$ cat src/rtl/beta_irq_ctrl.sv
// beta_irq_ctrl: edge-triggered, maskable, priority-encoded interrupt controller feeding
// the control unit's IRQ input. An acknowledged request blocks further requests until
// software writes EOI.
// Optional macro BETA_IRQ_SYNC_EN: adds a 2-flop synchronizer on SRC before edge detection.
module beta_irq_ctrl #(
    parameter int unsigned NSRC = 8,
    parameter int unsigned IDW  = 4
) (
    input  logic            CLK,
    input  logic            RESET_N,
    input  logic [NSRC-1:0] SRC,
    input  logic            SUPER,
    output logic            IRQ,
    output logic [IDW-1:0]  IRQ_ID,
    input  logic            IRQ_ACK,
    input  logic            CSR_WE,
    input  logic [1:0]      CSR_ADDR,
    input  logic [NSRC-1:0] CSR_WDATA,
    output logic [NSRC-1:0] CSR_RDATA
);

    typedef enum logic [1:0] {StIdle, StReq, StService} state_e;

    state_e              state_q, state_d;
    logic [NSRC-1:0]     src_in;
    logic [NSRC-1:0]     src_q;
    logic [NSRC-1:0]     mask_q;
    logic [NSRC-1:0]     pend_q, pend_d;
    logic [IDW-1:0]      active_q;
    logic [IDW-1:0]      irq_id_q;
    logic [IDW-1:0]      enc_id;
    logic [NSRC-1:0]     rdata_q, rdata_d;
    logic [NSRC-1:0]     elig;
    logic [NSRC-1:0]     edge_set;
    logic [NSRC-1:0]     ack_clr;
    logic [NSRC-1:0]     w1c_clr;
    logic [NSRC+IDW-1:0] active_wide;
    logic                ack_take;
    logic                mask_wr;
    logic                eoi_wr;

`ifdef BETA_IRQ_SYNC_EN
    logic [NSRC-1:0] sync1_q, sync2_q;

    // Two-flop synchronizer for asynchronous peripheral lines
    always_ff @(posedge CLK or negedge RESET_N) begin
        if (!RESET_N) begin
            sync1_q <= '0;
            sync2_q <= '0;
        end else begin
            sync1_q <= SRC;
            sync2_q <= sync1_q;
        end
    end

    assign src_in = sync2_q;
`else
    assign src_in = SRC;
`endif

    assign mask_wr  = CSR_WE && (CSR_ADDR == 2'd0);
    assign w1c_clr  = (CSR_WE && (CSR_ADDR == 2'd1)) ? CSR_WDATA : '0;
    assign eoi_wr   = CSR_WE && (CSR_ADDR == 2'd3);
    assign edge_set = src_in & ~src_q;
    assign elig     = pend_q & mask_q;
    // Shift yields zero for an ID outside the source range
    assign ack_clr  = ack_take ? (NSRC'(1) << irq_id_q) : '0;
    assign IRQ      = (state_q == StReq) && !SUPER;
    assign IRQ_ID   = irq_id_q;
    assign CSR_RDATA   = rdata_q;
    assign active_wide = {{NSRC{1'b0}}, active_q};

    // Lowest index wins; zero when nothing is eligible
    always_comb begin
        enc_id = '0;
        for (int i = int'(NSRC) - 1; i >= 0; i--) begin
            if (elig[i]) enc_id = IDW'(i);
        end
    end

    // Pending update: clears first, a new edge on the same bit wins
    always_comb begin
        pend_d = (pend_q & ~w1c_clr & ~ack_clr) | edge_set;
    end

    // FSM next state; an ACK seen with IRQ high is always honoured
    always_comb begin
        state_d  = state_q;
        ack_take = 1'b0;
        unique case (state_q)
            StIdle: begin
                if (elig != '0) state_d = StReq;
            end
            StReq: begin
                if (IRQ_ACK && IRQ) begin
                    ack_take = 1'b1;
                    state_d  = StService;
                end else if (elig == '0) begin
                    state_d = StIdle;
                end
            end
            StService: begin
                if (eoi_wr) state_d = StIdle;
            end
            default: state_d = StIdle;
        endcase
    end

    // CSR read mux; ACTIVE is zero-extended, EOI reads as zero
    always_comb begin
        rdata_d = '0;
        case (CSR_ADDR)
            2'd0:    rdata_d = mask_q;
            2'd1:    rdata_d = pend_q;
            2'd2:    rdata_d = active_wide[NSRC-1:0];
            default: rdata_d = '0;
        endcase
    end

    // State, pending, mask, ID and read-data registers
    always_ff @(posedge CLK or negedge RESET_N) begin
        if (!RESET_N) begin
            state_q  <= StIdle;
            src_q    <= '0;
            mask_q   <= '0;
            pend_q   <= '0;
            active_q <= '0;
            irq_id_q <= '0;
            rdata_q  <= '0;
        end else begin
            state_q  <= state_d;
            src_q    <= src_in;
            pend_q   <= pend_d;
            irq_id_q <= enc_id;
            rdata_q  <= rdata_d;
            if (mask_wr)  mask_q   <= CSR_WDATA;
            if (ack_take) active_q <= irq_id_q;
        end
    end

endmodule

$ cat config.mk
export PLATFORM = sky130hd
export DESIGN_NAME = beta_irq_ctrl
export DESIGN_NICKNAME = d
export VERILOG_FILES = /design/src/rtl/beta_irq_ctrl.sv
export SDC_FILE = /design/constraint.sdc
export NUM_CORES = 1
export LEC_CHECK = 0
export ABC_AREA = 1
export CORE_UTILIZATION = 54
export DETAILED_ROUTE_END_ITERATION = 7
export PLACE_DENSITY = 0.83
export SYNTH_ARGS = -nofsm -noshare
export SYNTH_HDL_FRONTEND = slang
export SYNTH_SLANG_ARGS = --single-unit
$ cat constraint.sdc
create_clock -name CLK -period 2.4 [get_ports CLK]
set_input_delay 0.48 -clock CLK [delete_from_list [all_inputs] [get_ports CLK]]
set_output_delay 0.48 -clock CLK [all_outputs]
set_load 0.02 [all_outputs]
**Yosys cells after proc, flatten, opt, wreduce, memory -nomap -nowiden**

Index checks and enable logic that the tools add are counted.

- Register bits: 42
- Logic and storage cells: 53
- Output and inout port bits: 13
- Input port bits: 23

- Muxes and demuxes: 18
- Equality and inequality tests: 8
- Bitwise logic cells: 8
- Reductions and logical operators: 11
- Shift-type cells: 1

Operators with widths:

| kind | count |
|---|---|
| $and 8x8->8 | 4 |
| $mux 4 | 6 |
| $not 8->8 | 3 |
| $pmux 8 s3 | 1 |
| $mux 8 | 2 |
| $logic_not 8->1 | 1 |
| $mux 2 | 4 |
| $or 8x8->8 | 1 |
| $reduce_bool 8->1 | 1 |
| $shl 1x4->8 const A | 1 |
| $eq 2x2->1 const B | 3 |
| $mux 3 | 2 |
| $pmux 2 s3 | 1 |
| $logic_and 1x1->1 | 5 |
| $eq 2x1->1 const B | 2 |
| $logic_not 2->1 | 2 |
| $ne 2x2->1 const B | 2 |
| $ne 3x1->1 const B | 1 |
| $reduce_and 3->1 | 1 |
| $mux 1 | 2 |
| $logic_not 1->1 | 1 |

**Logic depth before layout (Yosys ltp)**

- Word-level depth: 9
- Depth in mapped cells: 8
- Mapped depth without buffers: 8

**Worst setup path after synthesis**

Ideal clock, no wire load.

- Path type: input to register
- Start: in SUPER
- End: reg pend_q[4]
- Stages on the path: 4
- Setup slack: 1046 ps
- Buffers on the path: 0
- Data required time: 2274 ps
- Library setup time: 126 ps
- Data arrival time: 1228 ps
- Cell sequence: nor3_2 -> nand3_1 -> nor2_1 -> o22ai_1

- Longest elaborated chain between the ends: 9

RTL lines:

| what | RTL line | text |
|---|---|---|
| start, declared | 12 | `input logic SUPER,` |
| $logic_not 1->1 | 68 | `assign IRQ = (state_q == StReq) && !SUPER;` |
| $logic_and 1x1->1 | 68 |  |
| $logic_and 1x1->1 | 95 | `if (IRQ_ACK && IRQ) begin` |
| $mux 1 | 95 |  |
| $mux 1 | 90 | `unique case (state_q)` |
| $mux 8 | 67 | `assign ack_clr = ack_take ? (NSRC'(1) << irq_id_q) : '0;` |
| $not 8->8 | 83 | `pend_d = (pend_q & ~w1c_clr & ~ack_clr) \| edge_set;` |
| $and 8x8->8 | 83 |  |
| $or 8x8->8 | 83 |  |
| named net pend_d[4] | 28 | `logic [NSRC-1:0] pend_q, pend_d;` |
| end signal, assigned | 133 | `pend_q <= pend_d;` |
| end, declared | 28 |  |

The timed path passes the listed nets, and every way through them passes these cells.
A chain may end at the register's enable or synchronous reset.

**Final worst setup path**

- Start: in SUPER
- End: out IRQ

- Longest elaborated chain between the ends: 2

RTL lines:

| what | RTL line | text |
|---|---|---|
| $logic_not 1->1 | 68 |  |
| $logic_and 1x1->1 | 68 |  |
| end, declared | 13 | `output logic IRQ,` |

No other way between the ends.

==> results.md <==
- Status: finished, final reports clean
- First-pass GRT wire length: 5.77 mm
- Clock Tree Buf Depth: 2
- Die width: 58.5 um
- Initial antenna violation count: 0
- Routability cong.: 0.838
- # H-tree levels: 2
- Post-CTS Hold Buffers: 0
- PwrDens: 868 nW/um^2
- Post-layout nets: 233
- Top cells by area, synth: dfrtp_1 (58%), nand2_1 (8.5%), o21ai_2 (8.1%)
- Critical path launch point type: primary input
- Vias per cell: 5.14
- CTS tree: yes
- Largest net degree at the start of global routing: 41
- Max Cap Viol: 0
- Post-synthesis instance area: 1730 sq um
- Syn. warnings: 0
- Final WL: 3.37 mm
- Clock Root Buffer: clkbuf_4
- Detail Route Antenna Nets: 0
- I/O Pins: 36
- Share of the synthesized area in the top cell type: 58.0%
- RSZ-0062 raised after global routing: false
- Yosys cell types: 22
- Vias in the first global route: 1318
- Synthesized flop and latch total: 40
- DIE AREA: 3430 sq um
- Setup repair bufs after CTS: 0
- Min Clock Period, post-route: 2240 ps
- Die Y: 58.5 um
- Hold crit path type: in -> async
- Highest clock rate: 0.446 GHz
- Req. time, crit path: 1920 ps
- Multi-input combinational cell area: 597 sq um
- Synth Net Count: 196
- CTS buffer count: 5
- Initial core utilization: 56.6%
- Inserted Diodes: 0
- Final hold vios: 0
- Routed WL per cell: 13.2 um
- DR iter-0 viols: 30
- Final period utilization: 93.4%
- Cell taking the most area after synthesis: dfrtp_1
- Clk Latency, worst-skew pair: 350 ps
- VDD IR max: 547 uV
- Overall power: 1.89 mW
- Area grow syn2layout: 26.1%
- Commonest cells after routing, fill and taps aside: dfrtp_1 (40), nand2_1 (39), clkdlybuf4s50_1 (33)
- Synth Instances: 173
- Commonest non-fill, non-tap cell in the layout: dfrtp_1
- R2r endpoint: pend_q[2]$_DFF_PN0_
- Worst-path clk slew: 120 ps
- Num Clock Sinks: 40
- Core area: 3050 sq um
- Filler Cells Inserted: 248
- CP max FO: 2
- Synth Area per Inst: 9.98 sq um
- CP endpoint kind: primary output
- Final setup fails: 0
- Slew @ Worst Pin: 855 ps
- Vias: 1310
- Leakage: 1.06 nW
- Resize count post-CTS: 0
- R2R setup slack: 1080 ps
- Setup Skew: 9.79 ps
- Final Max Tran Viols: 0
- GRT Total Usage: 23.4%
- Register-to-Register Path Depth: 4
- Final setup TNS: 0 ps
- Max-slew headroom: 43.0%
- Total iterations of the first detailed-routing run: 4
- Setup CP Type: in -> out
- Final HPWL from detailed placement: 2.52 mm
- Sequential cell area: 1000 sq um
- Global route total overflow: 0
- # rows: 20
- Worst reg2reg startpoint: state_q[1]$_DFFE_PN0P_
- Layout cell share with drive strength beyond 1: 15.6%
- Number of I/O port buffers: 34
- DRC viols: 0
- CP arrival: 1760 ps
- Seq/Total Area, Yosys: 58.0%
[synth_stat cells]
| master | n |
|---|---|
| o211a_1 | 1 |
| o21ai_0 | 2 |
| nand2_1 | 39 |
| nand2_4 | 2 |
| buf_2 | 1 |
| a21oi_1 | 2 |
| inv_1 | 24 |
| inv_2 | 1 |
| nor3_1 | 5 |
| conb_1 | 1 |
| nor2_8 | 1 |
| nand2_2 | 2 |
| o22ai_1 | 8 |
| buf_4 | 1 |
| o21ai_2 | 16 |
| a22o_1 | 5 |
| dfrtp_1 | 40 |
| buf_6 | 2 |
| nor2_1 | 7 |
| nand3_1 | 11 |
| nor2_4 | 1 |
| nor3_2 | 1 |
[critical path: stages]
cell             delay [ps]
clkdlybuf4s50_1         430
nor3_2                  200
clkdlybuf4s50_1         650
[cell families after synthesis]
kind of cell	share of synthesized area (%)
AOI/OAI and AO/OA	15.3
buffers and inverters	7.46
DFF	58.0
other	0.217
and+or+nand+nor	19.1
[power breakdown]
group	internal, mW	switching (mW)	leakage, nW
logic	0.221	0.281	0.533
clock network	0.276	0.212	0.0515
registers	0.801	0.0990	0.475
total	1.30	0.591	1.06
[cell type report]
type / count / area share, %
Sequential cell: 40 / 46.0
Timing Repair Buffer: 34 / 15.4
Clock inverter: 1 / 1.38
Tap cell: 44 / 2.53
Multi-Input combinational cell: 104 / 27.4
Inverter: 25 / 4.31
Clock buffer: 7 / 2.99
[metrics by stage]
step                cells  instance area (sq um)  hold slack, ps  setup WS, ps  utilization, %
floorplan             173                   1730             184          1050               -
global placement      247                   2080             413           205            68.2
detailed placement    247                   2080             421           145            68.2
CTS                   255                   2180             248           145            71.3
global route          255                   2180             288          79.0            71.3
finish                255                   2180             221           158            71.3
[metal layers]
layer	global-route usage, %	routed length, um	vias to the layer above
li1	-	-	639
met1	27.7	1450	619
met2	39.9	1690	42
met3	5.49	143	10
met4	12.2	82	0
met5	0	0	-
[worst max path at each step]
stage                     startpoint                   to  slack (ps)
after floorplan                SUPER  pend_q[4]$_DFF_PN0_        1050
after global placement         SUPER                  IRQ         210
after detailed placement       SUPER                  IRQ         150
after CTS                      SUPER                  IRQ         150
after global routing           SUPER                  IRQ          80
final                          SUPER                  IRQ         160
[sequential cells by signal, summed over array words and instances, names as in the netlist]
| register | cells |
|---|---|
| mask_q | 8 |
| state_q | 2 |
| src_q | 8 |
| IRQ_ID | 3 |
| active_q | 3 |
| pend_q | 8 |
| CSR_RDATA | 8 |
Power figures use the tool's default switching activity.
